$ cat config.mk
export PLATFORM = sky130hd
export DESIGN_NAME = ring_decoder_flat
export DESIGN_NICKNAME = d
export VERILOG_FILES = /design/src/rtl/ring_pkg.sv /design/src/rtl/ring_decoder_if.sv /design/src/rtl/ring_onehot_enc.sv /design/src/rtl/ring_decoder.sv /design/src/flat_wrapper.sv
export SDC_FILE = /design/constraint.sdc
export NUM_CORES = 1
export LEC_CHECK = 0
export BUFFER_PORTS_ARGS = -buffer_cell sky130_fd_sc_hd__buf_2
export CAP_MARGIN = 10
export CORE_AREA = 2 2 40 78
export DETAILED_ROUTE_END_ITERATION = 12
export DIE_AREA = 0 0 42 80
export PLACE_DENSITY = 0.71
export SLEW_MARGIN = 20
export SYNTH_ARGS = -nofsm -noshare
export SYNTH_HDL_FRONTEND = slang
export SYNTH_SLANG_ARGS = --single-unit
$ cat constraint.sdc
create_clock -name clk -period 6.15 [get_ports clk]
set_clock_uncertainty 0.15 [all_clocks]
set_input_delay 0.9225 -clock clk [delete_from_list [all_inputs] [get_ports clk]]
set_output_delay 0.9225 -clock clk [all_outputs]
set_load 0.02 [all_outputs]
$ cat src/rtl/ring_pkg.sv
// ring_pkg: shared types and helpers for ring counter consumers.
//   ring_state_e : decoder FSM states (HUNT, SYNC, LOCK)
//   ERR_*        : err_code values reported by the decoder
//   ring_rotl    : rotate-left-by-one of the low w bits of a vector
package ring_pkg;

  typedef enum logic [1:0] {
    ST_HUNT = 2'd0,
    ST_SYNC = 2'd1,
    ST_LOCK = 2'd2
  } ring_state_e;

  localparam logic [1:0] ERR_NONE    = 2'b00;
  localparam logic [1:0] ERR_ILLEGAL = 2'b01;
  localparam logic [1:0] ERR_SKIP    = 2'b10;
  localparam logic [1:0] ERR_STALL   = 2'b11;

  // Widest ring the helper supports; callers zero-extend into this width.
  localparam int RING_MAXW = 64;

  // Bit i of the low w bits moves to bit i+1, top bit wraps to bit 0.
  // Bits at or above w are returned as zero.
  function automatic logic [RING_MAXW-1:0] ring_rotl(input logic [RING_MAXW-1:0] v,
                                                     input int w);
    logic [RING_MAXW-1:0] r;
    r = '0;
    for (int i = 0; i < RING_MAXW; i++) begin
      if (i < w) r[(i == w - 1) ? 0 : i + 1] = v[i];
    end
    return r;
  endfunction

endpackage

$ cat src/rtl/ring_decoder_if.sv
// ring_decoder_if: ring sample in, decoded position/status out.
//   q        : one-hot ring value (driven by the ring side)
//   idx      : index of last legal sample
//   valid    : last sample was legal
//   locked   : decoder is in LOCK
//   err      : one-cycle deviation pulse while locked
//   err_code : cause of the last err
//   rev_cnt  : completed revolutions while locked
//   rev_tick : one-cycle pulse on rev_cnt increment
interface ring_decoder_if #(
  parameter int WIDTH = 4,
  parameter int REV_W = 8
);
  localparam int IDXW = $clog2(WIDTH);

  logic [WIDTH-1:0] q;
  logic [IDXW-1:0]  idx;
  logic             valid;
  logic             locked;
  logic             err;
  logic [1:0]       err_code;
  logic [REV_W-1:0] rev_cnt;
  logic             rev_tick;

  modport master (
    output q,
    input  idx, valid, locked, err, err_code, rev_cnt, rev_tick
  );

  modport slave (
    input  q,
    output idx, valid, locked, err, err_code, rev_cnt, rev_tick
  );
endinterface

$ cat src/rtl/ring_onehot_enc.sv
// ring_onehot_enc: combinational one-hot to binary encoder.
//   i_q     : ring value
//   o_legal : exactly one bit of i_q set
//   o_index : position of the set bit (meaningful only when o_legal)
module ring_onehot_enc #(
  parameter int WIDTH = 4,
  parameter int IDXW  = $clog2(WIDTH)
) (
  input  logic [WIDTH-1:0] i_q,
  output logic             o_legal,
  output logic [IDXW-1:0]  o_index
);

  // Clearing the lowest set bit leaves zero only for a single-bit value.
  assign o_legal = (i_q != '0) && ((i_q & (i_q - WIDTH'(1))) == '0);

  always_comb begin
    o_index = '0;
    for (int i = 0; i < WIDTH; i++) begin
      if (i_q[i]) o_index = o_index | IDXW'(i);
    end
  end

endmodule

$ cat src/rtl/ring_decoder.sv
// ring_decoder: checks one-hot ring rotation and decodes its position.
//   clk   : clock, rising-edge
//   reset : synchronous, active-low
//   bus   : ring_decoder_if.slave (q in; idx/valid/locked/err/err_code/rev_cnt/rev_tick out)
//
// state | meaning
// HUNT  | waiting for any legal one-hot sample
// SYNC  | counting consecutive correct steps toward LOCK
// LOCK  | rotation trusted; deviations raise err, wraps count revolutions
module ring_decoder
  import ring_pkg::*;
#(
  parameter int WIDTH    = 4,
  parameter int LOCK_CNT = 2,
  parameter int REV_W    = 8
) (
  input  logic           clk,
  input  logic           reset,
  ring_decoder_if.slave  bus
);

  localparam int IDXW = $clog2(WIDTH);
  localparam int GW   = $clog2(LOCK_CNT + 1);

  ring_state_e      r_state;
  logic [WIDTH-1:0] r_prev;
  logic [GW-1:0]    r_good;
  logic [IDXW-1:0]  r_idx;
  logic             r_valid;
  logic             r_locked;
  logic             r_err;
  logic [1:0]       r_err_code;
  logic [REV_W-1:0] r_rev_cnt;
  logic             r_rev_tick;

  logic             w_legal;
  logic [IDXW-1:0]  w_index;
  logic [WIDTH-1:0] w_exp;
  logic             w_match;
  logic             w_stall;

  ring_onehot_enc #(.WIDTH(WIDTH), .IDXW(IDXW)) u_enc (
    .i_q     (bus.q),
    .o_legal (w_legal),
    .o_index (w_index)
  );

  // r_prev is zero only straight after reset, so w_exp is zero then and
  // can never match a legal sample.
  assign w_exp   = WIDTH'(ring_rotl(RING_MAXW'(r_prev), WIDTH));
  assign w_match = w_legal && (bus.q == w_exp);
  assign w_stall = w_legal && (bus.q == r_prev);

  always_ff @(posedge clk) begin
    if (!reset) begin
      r_state    <= ST_HUNT;
      r_prev     <= '0;
      r_good     <= '0;
      r_idx      <= '0;
      r_valid    <= 1'b0;
      r_locked   <= 1'b0;
      r_err      <= 1'b0;
      r_err_code <= ERR_NONE;
      r_rev_cnt  <= '0;
      r_rev_tick <= 1'b0;
    end else begin
      r_valid    <= w_legal;
      r_err      <= 1'b0;
      r_rev_tick <= 1'b0;
      if (w_legal) begin
        r_prev <= bus.q;
        r_idx  <= w_index;
      end
      case (r_state)
        ST_HUNT: begin
          if (w_legal) begin
            r_state <= ST_SYNC;
            r_good  <= '0;
          end
        end
        ST_SYNC: begin
          if (!w_legal) begin
            r_state <= ST_HUNT;
          end else if (w_match) begin
            r_good <= r_good + 1'b1;
            if (r_good == GW'(LOCK_CNT - 1)) begin
              r_state  <= ST_LOCK;
              r_locked <= 1'b1;
            end
          end else begin
            r_good <= '0;
          end
        end
        ST_LOCK: begin
          if (w_match) begin
            // A correct step out of the top bit completes a revolution.
            if (r_prev[WIDTH-1]) begin
              r_rev_cnt  <= r_rev_cnt + 1'b1;
              r_rev_tick <= 1'b1;
            end
          end else begin
            r_err    <= 1'b1;
            r_locked <= 1'b0;
            r_good   <= '0;
            if (!w_legal) begin
              r_err_code <= ERR_ILLEGAL;
              r_state    <= ST_HUNT;
            end else if (w_stall) begin
              r_err_code <= ERR_STALL;
              r_state    <= ST_SYNC;
            end else begin
              r_err_code <= ERR_SKIP;
              r_state    <= ST_SYNC;
            end
          end
        end
        default: begin
          r_state  <= ST_HUNT;
          r_locked <= 1'b0;
        end
      endcase
    end
  end

  assign bus.idx      = r_idx;
  assign bus.valid    = r_valid;
  assign bus.locked   = r_locked;
  assign bus.err      = r_err;
  assign bus.err_code = r_err_code;
  assign bus.rev_cnt  = r_rev_cnt;
  assign bus.rev_tick = r_rev_tick;

endmodule

$ cat src/flat_wrapper.sv
// flat-port wrapper written by rule: the top's interface ports become plain ports
module ring_decoder_flat import ring_pkg::*;
#(
  parameter int WIDTH    = 4,
  parameter int LOCK_CNT = 2,
  parameter int REV_W    = 8
)
  (clk, reset, bus_q, bus_idx, bus_valid, bus_locked, bus_err, bus_err_code, bus_rev_cnt, bus_rev_tick);
  ring_decoder_if #(.WIDTH(WIDTH), .REV_W(REV_W)) bus_i ();
  input  logic clk;
  input  logic reset;
  input wire logic [$bits(bus_i.q)-1:0] bus_q;
  output wire logic [$bits(bus_i.idx)-1:0] bus_idx;
  output wire logic [$bits(bus_i.valid)-1:0] bus_valid;
  output wire logic [$bits(bus_i.locked)-1:0] bus_locked;
  output wire logic [$bits(bus_i.err)-1:0] bus_err;
  output wire logic [$bits(bus_i.err_code)-1:0] bus_err_code;
  output wire logic [$bits(bus_i.rev_cnt)-1:0] bus_rev_cnt;
  output wire logic [$bits(bus_i.rev_tick)-1:0] bus_rev_tick;
  assign bus_i.q = bus_q;
  assign bus_idx = bus_i.idx;
  assign bus_valid = bus_i.valid;
  assign bus_locked = bus_i.locked;
  assign bus_err = bus_i.err;
  assign bus_err_code = bus_i.err_code;
  assign bus_rev_cnt = bus_i.rev_cnt;
  assign bus_rev_tick = bus_i.rev_tick;
  ring_decoder #(.WIDTH(WIDTH), .LOCK_CNT(LOCK_CNT), .REV_W(REV_W)) u_core (.clk(clk), .reset(reset), .bus(bus_i));
endmodule
==> run metrics <==
Lkg Pwr 0.512 nW; largest family of logic cells by synthesized area compound AO/OA/AOI/OAI gates; RSZ-0062 raised after global routing false; Placement Rows 27; largest net degree at the start of global routing 22; initial antenna violation count 0; 1st-iter DRT viols 43; Slew headroom 0.554; chip height 80 um; M1 GR Usage 0.181; WP data required 6190 ps; FF/Latch Area 480 um2; die area 3360 um2; critical path type in -> reg; Post-CTS Setup Bufs 0; RR Startpoint u_core.r_prev[0]$_SDFFE_PN0N_; # hold bufs at CTS 0; WHS Path Cells 2; Fin Hold WS 306 ps; Die X 42 um; TritonCTS clock tree yes; Pins Over Slew Limit 0; Synth Cell Area 1200 um2; Syn Inst Count 143; Reg-to-Reg End u_core.bus.rev_cnt[7]$_SDFFE_PN0P_; Avg WL per Cell 14.7 um; Max Cap Viol 0; Comb pwr share 0.111; post-synth top area share 0.401; Layout Nets 168; Final Worst Setup Slack 3620 ps; GRT met2 Usage 0.347; IO buf count 21; vias in the first global route 1088; first-pass iteration count of the detailed router 5; Final Hold Viols 0; global-route wire length before repair 4670 um; ANT cells 0; area of the multi-input gates 652 um2; gr busiest metal met2; Avg Cell Area, Syn 8.38 um2; placed cell areas 1300 um2; Yosys top cell by area dfxtp_1; hpwl dp 2130 um; # resized after CTS 0; top cells by area in the synthesized netlist dfxtp_1 (40%), a21oi_1 (7.5%), o21ai_0 (4.6%), xor2_1 (4.4%), nand2_1 (3.4%); Cell variety after synth 35; crit path DAT 2570 ps; CTS clk-pin slew, worst paths 80 ps; share of post-route cells with drive strength above 1 0.203; Max Fclk 395 MHz; outcome complete, no violations; Adder-Cell Fraction of Synth Area 0.0303; post-layout minimum cycle time 2530 ps; routability cong. 0.808; met3 usage 0.0226; Longest Clk Path Bufs 2; fillers 282; PwrDens 211 nW/um2; post-synthesis simple-gate area fraction 0.208; Flop pwr share 0.568; Core Area 2740 um2; Num CTS Buffers 3; Routed Antenna Nets 0; Compound-Gate Fraction of Synth Area 0.233; Total Routed Length 2740 um; initial core utilization 0.438; vias 1098; Ys Warns 0; total track usage 0.176; CTS H-tree lvls 1; CTS Root Cell clkbuf_8; io pins 22; Num Clock Sinks 24; post-synthesis mux area share 0; via/cell ratio 5.87; Int Power 0.213 mW; largest fanout on the critical path 11; HP Class reg -> reg; startpoint types input port; NetSw 0.0703 mW; Non-Filler Cell Area, Final 1340 um2; dpl ws 3340 ps; switching part of the total power 0.249; Hold Crit Start u_core.bus.idx[1]$_SDFFE_PN0N_; xor and xnor area share after synthesis 0.0731; Area Overhead vs Synth 11.9%; Clock Latency Late Sink 260 ps; post-synth net total 151; Worst Hold End u_core.bus.idx[1]$_SDFFE_PN0N_; Yosys reg bits 24; FF-to-FF setup slack 4100 ps; drc violations 0; final setup TNS 0 ps; IR drop worst, VDD 146 uV; Clk pwr share 0.321; Slew @ Worst Pin 668 ps; fin crit share 0.412; grt ovf 0; Seq/Total Area, Yosys 0.401; # setup viols final 0; worst r2r path cells 5; CP Capture Type register
-- cell families after synthesis --
family                     after synthesis
adders and majority gates                3
buffers and inverters                   16
AOI/OAI and AO/OA                       45
and+or+nand+nor                         45
DFF                                     24
xor gates and xnor gates                10
-- cells in the mapped netlist (all sizes together) --
cell and number:
ha 2, clkbuf 4, or2 1, nand2b 1, nor3 8, inv 7
o21ai 12, and2 2, a22oi 2, xnor2 4, o2111ai 2, and3 1
a21oi 18, o211ai 2, maj3 1, o32ai 1, nor2 9, nand4 3
buf 5, or3 5, a211oi 1, a31oi 1, a311oi 1, nor4 1
nand2 11, o221a 2, o21a 1, dfxtp 24, xor2 6, a21o 2
nand3 3
-- state kept, by name, summed over array words and instances, names as in the netlist --
register             flops
u_core.r_prev            4
u_core.bus.valid         1
u_core.bus.rev_tick      1
u_core.bus.rev_cnt       8
u_core.bus.err           1
u_core.bus.err_code      2
u_core.r_good            2
u_core.bus.idx           2
u_core.bus.locked        1
u_core.r_state           2
-- per-layer routing --
layer,wire [um],vias to the layer above,share of wire
li1,-,541,-
met1,1020,518,0.37
met2,1590,30,0.58
met3,81,9,0.030
met4,51,0,0.019
met5,0,-,0
-- critical path, stage by stage --
cell and delay [ps]:
buf_2 170, maj3_2 350, nor3_4 320, o2111ai_1 220, or3_1 410, a21oi_1 170
-- worst max path at each step --
stage	endpoint	slack, ps	from
after floorplan	u_core.bus.rev_cnt[3]$_SDFFE_PN0P_	3530	bus_q[0]
after global placement	u_core.bus.rev_cnt[3]$_SDFFE_PN0P_	3450	bus_q[2]
after detailed placement	u_core.bus.rev_cnt[7]$_SDFFE_PN0P_	3340	bus_q[2]
after CTS	u_core.bus.rev_cnt[7]$_SDFFE_PN0P_	3610	bus_q[2]
after global routing	u_core.bus.rev_cnt[7]$_SDFFE_PN0P_	3470	bus_q[2]
final	u_core.bus.rev_cnt[7]$_SDFFE_PN0P_	3620	bus_q[2]
-- power groups by stage --
stage | logic [mW] | clock network, mW | registers, mW
floorplan | 0.0225 | 0 | 0.166
global placement | 0.0298 | 0 | 0.164
detailed placement | 0.0312 | 0 | 0.164
CTS | 0.0314 | 0.0923 | 0.161
global route | 0.0344 | 0.0975 | 0.161
finish | 0.0314 | 0.0907 | 0.161
-- stage by stage --
stage | util | cells | total power [mW]
6_report | 0.490 | 187 | 0.283
5_1_grt | 0.490 | 187 | 0.293
3_5_place_dp | 0.475 | 184 | 0.196
3_3_place_gp | 0.475 | 184 | 0.194
2_1_floorplan | - | 143 | 0.188
4_1_cts | 0.490 | 187 | 0.284
-- cell usage in the layout (no fill, tap or decap), types with 3 or more instances in the layout --
| cell type | instances |
|---|---|
| dfxtp_1 | 24 |
| clkbuf_8 | 3 |
| xor2_1 | 6 |
| buf_2 | 21 |
| nor2_1 | 9 |
| or3_1 | 5 |
| nand3_1 | 3 |
| nor3_1 | 6 |
| nand2_1 | 11 |
| xnor2_1 | 4 |
| nand4_1 | 3 |
| inv_1 | 7 |
| o21ai_0 | 11 |
| a21oi_1 | 18 |
-- layout make-up --
class                   instances  share of cell area
multi-input cells             103               0.486
repair buffers                 21              0.0784
inverters                       7              0.0196
well taps                      29              0.0271
flip-flops and latches         24               0.358
clock buffers                   3              0.0308
Note: power is estimated with default switching activity, not from simulation.
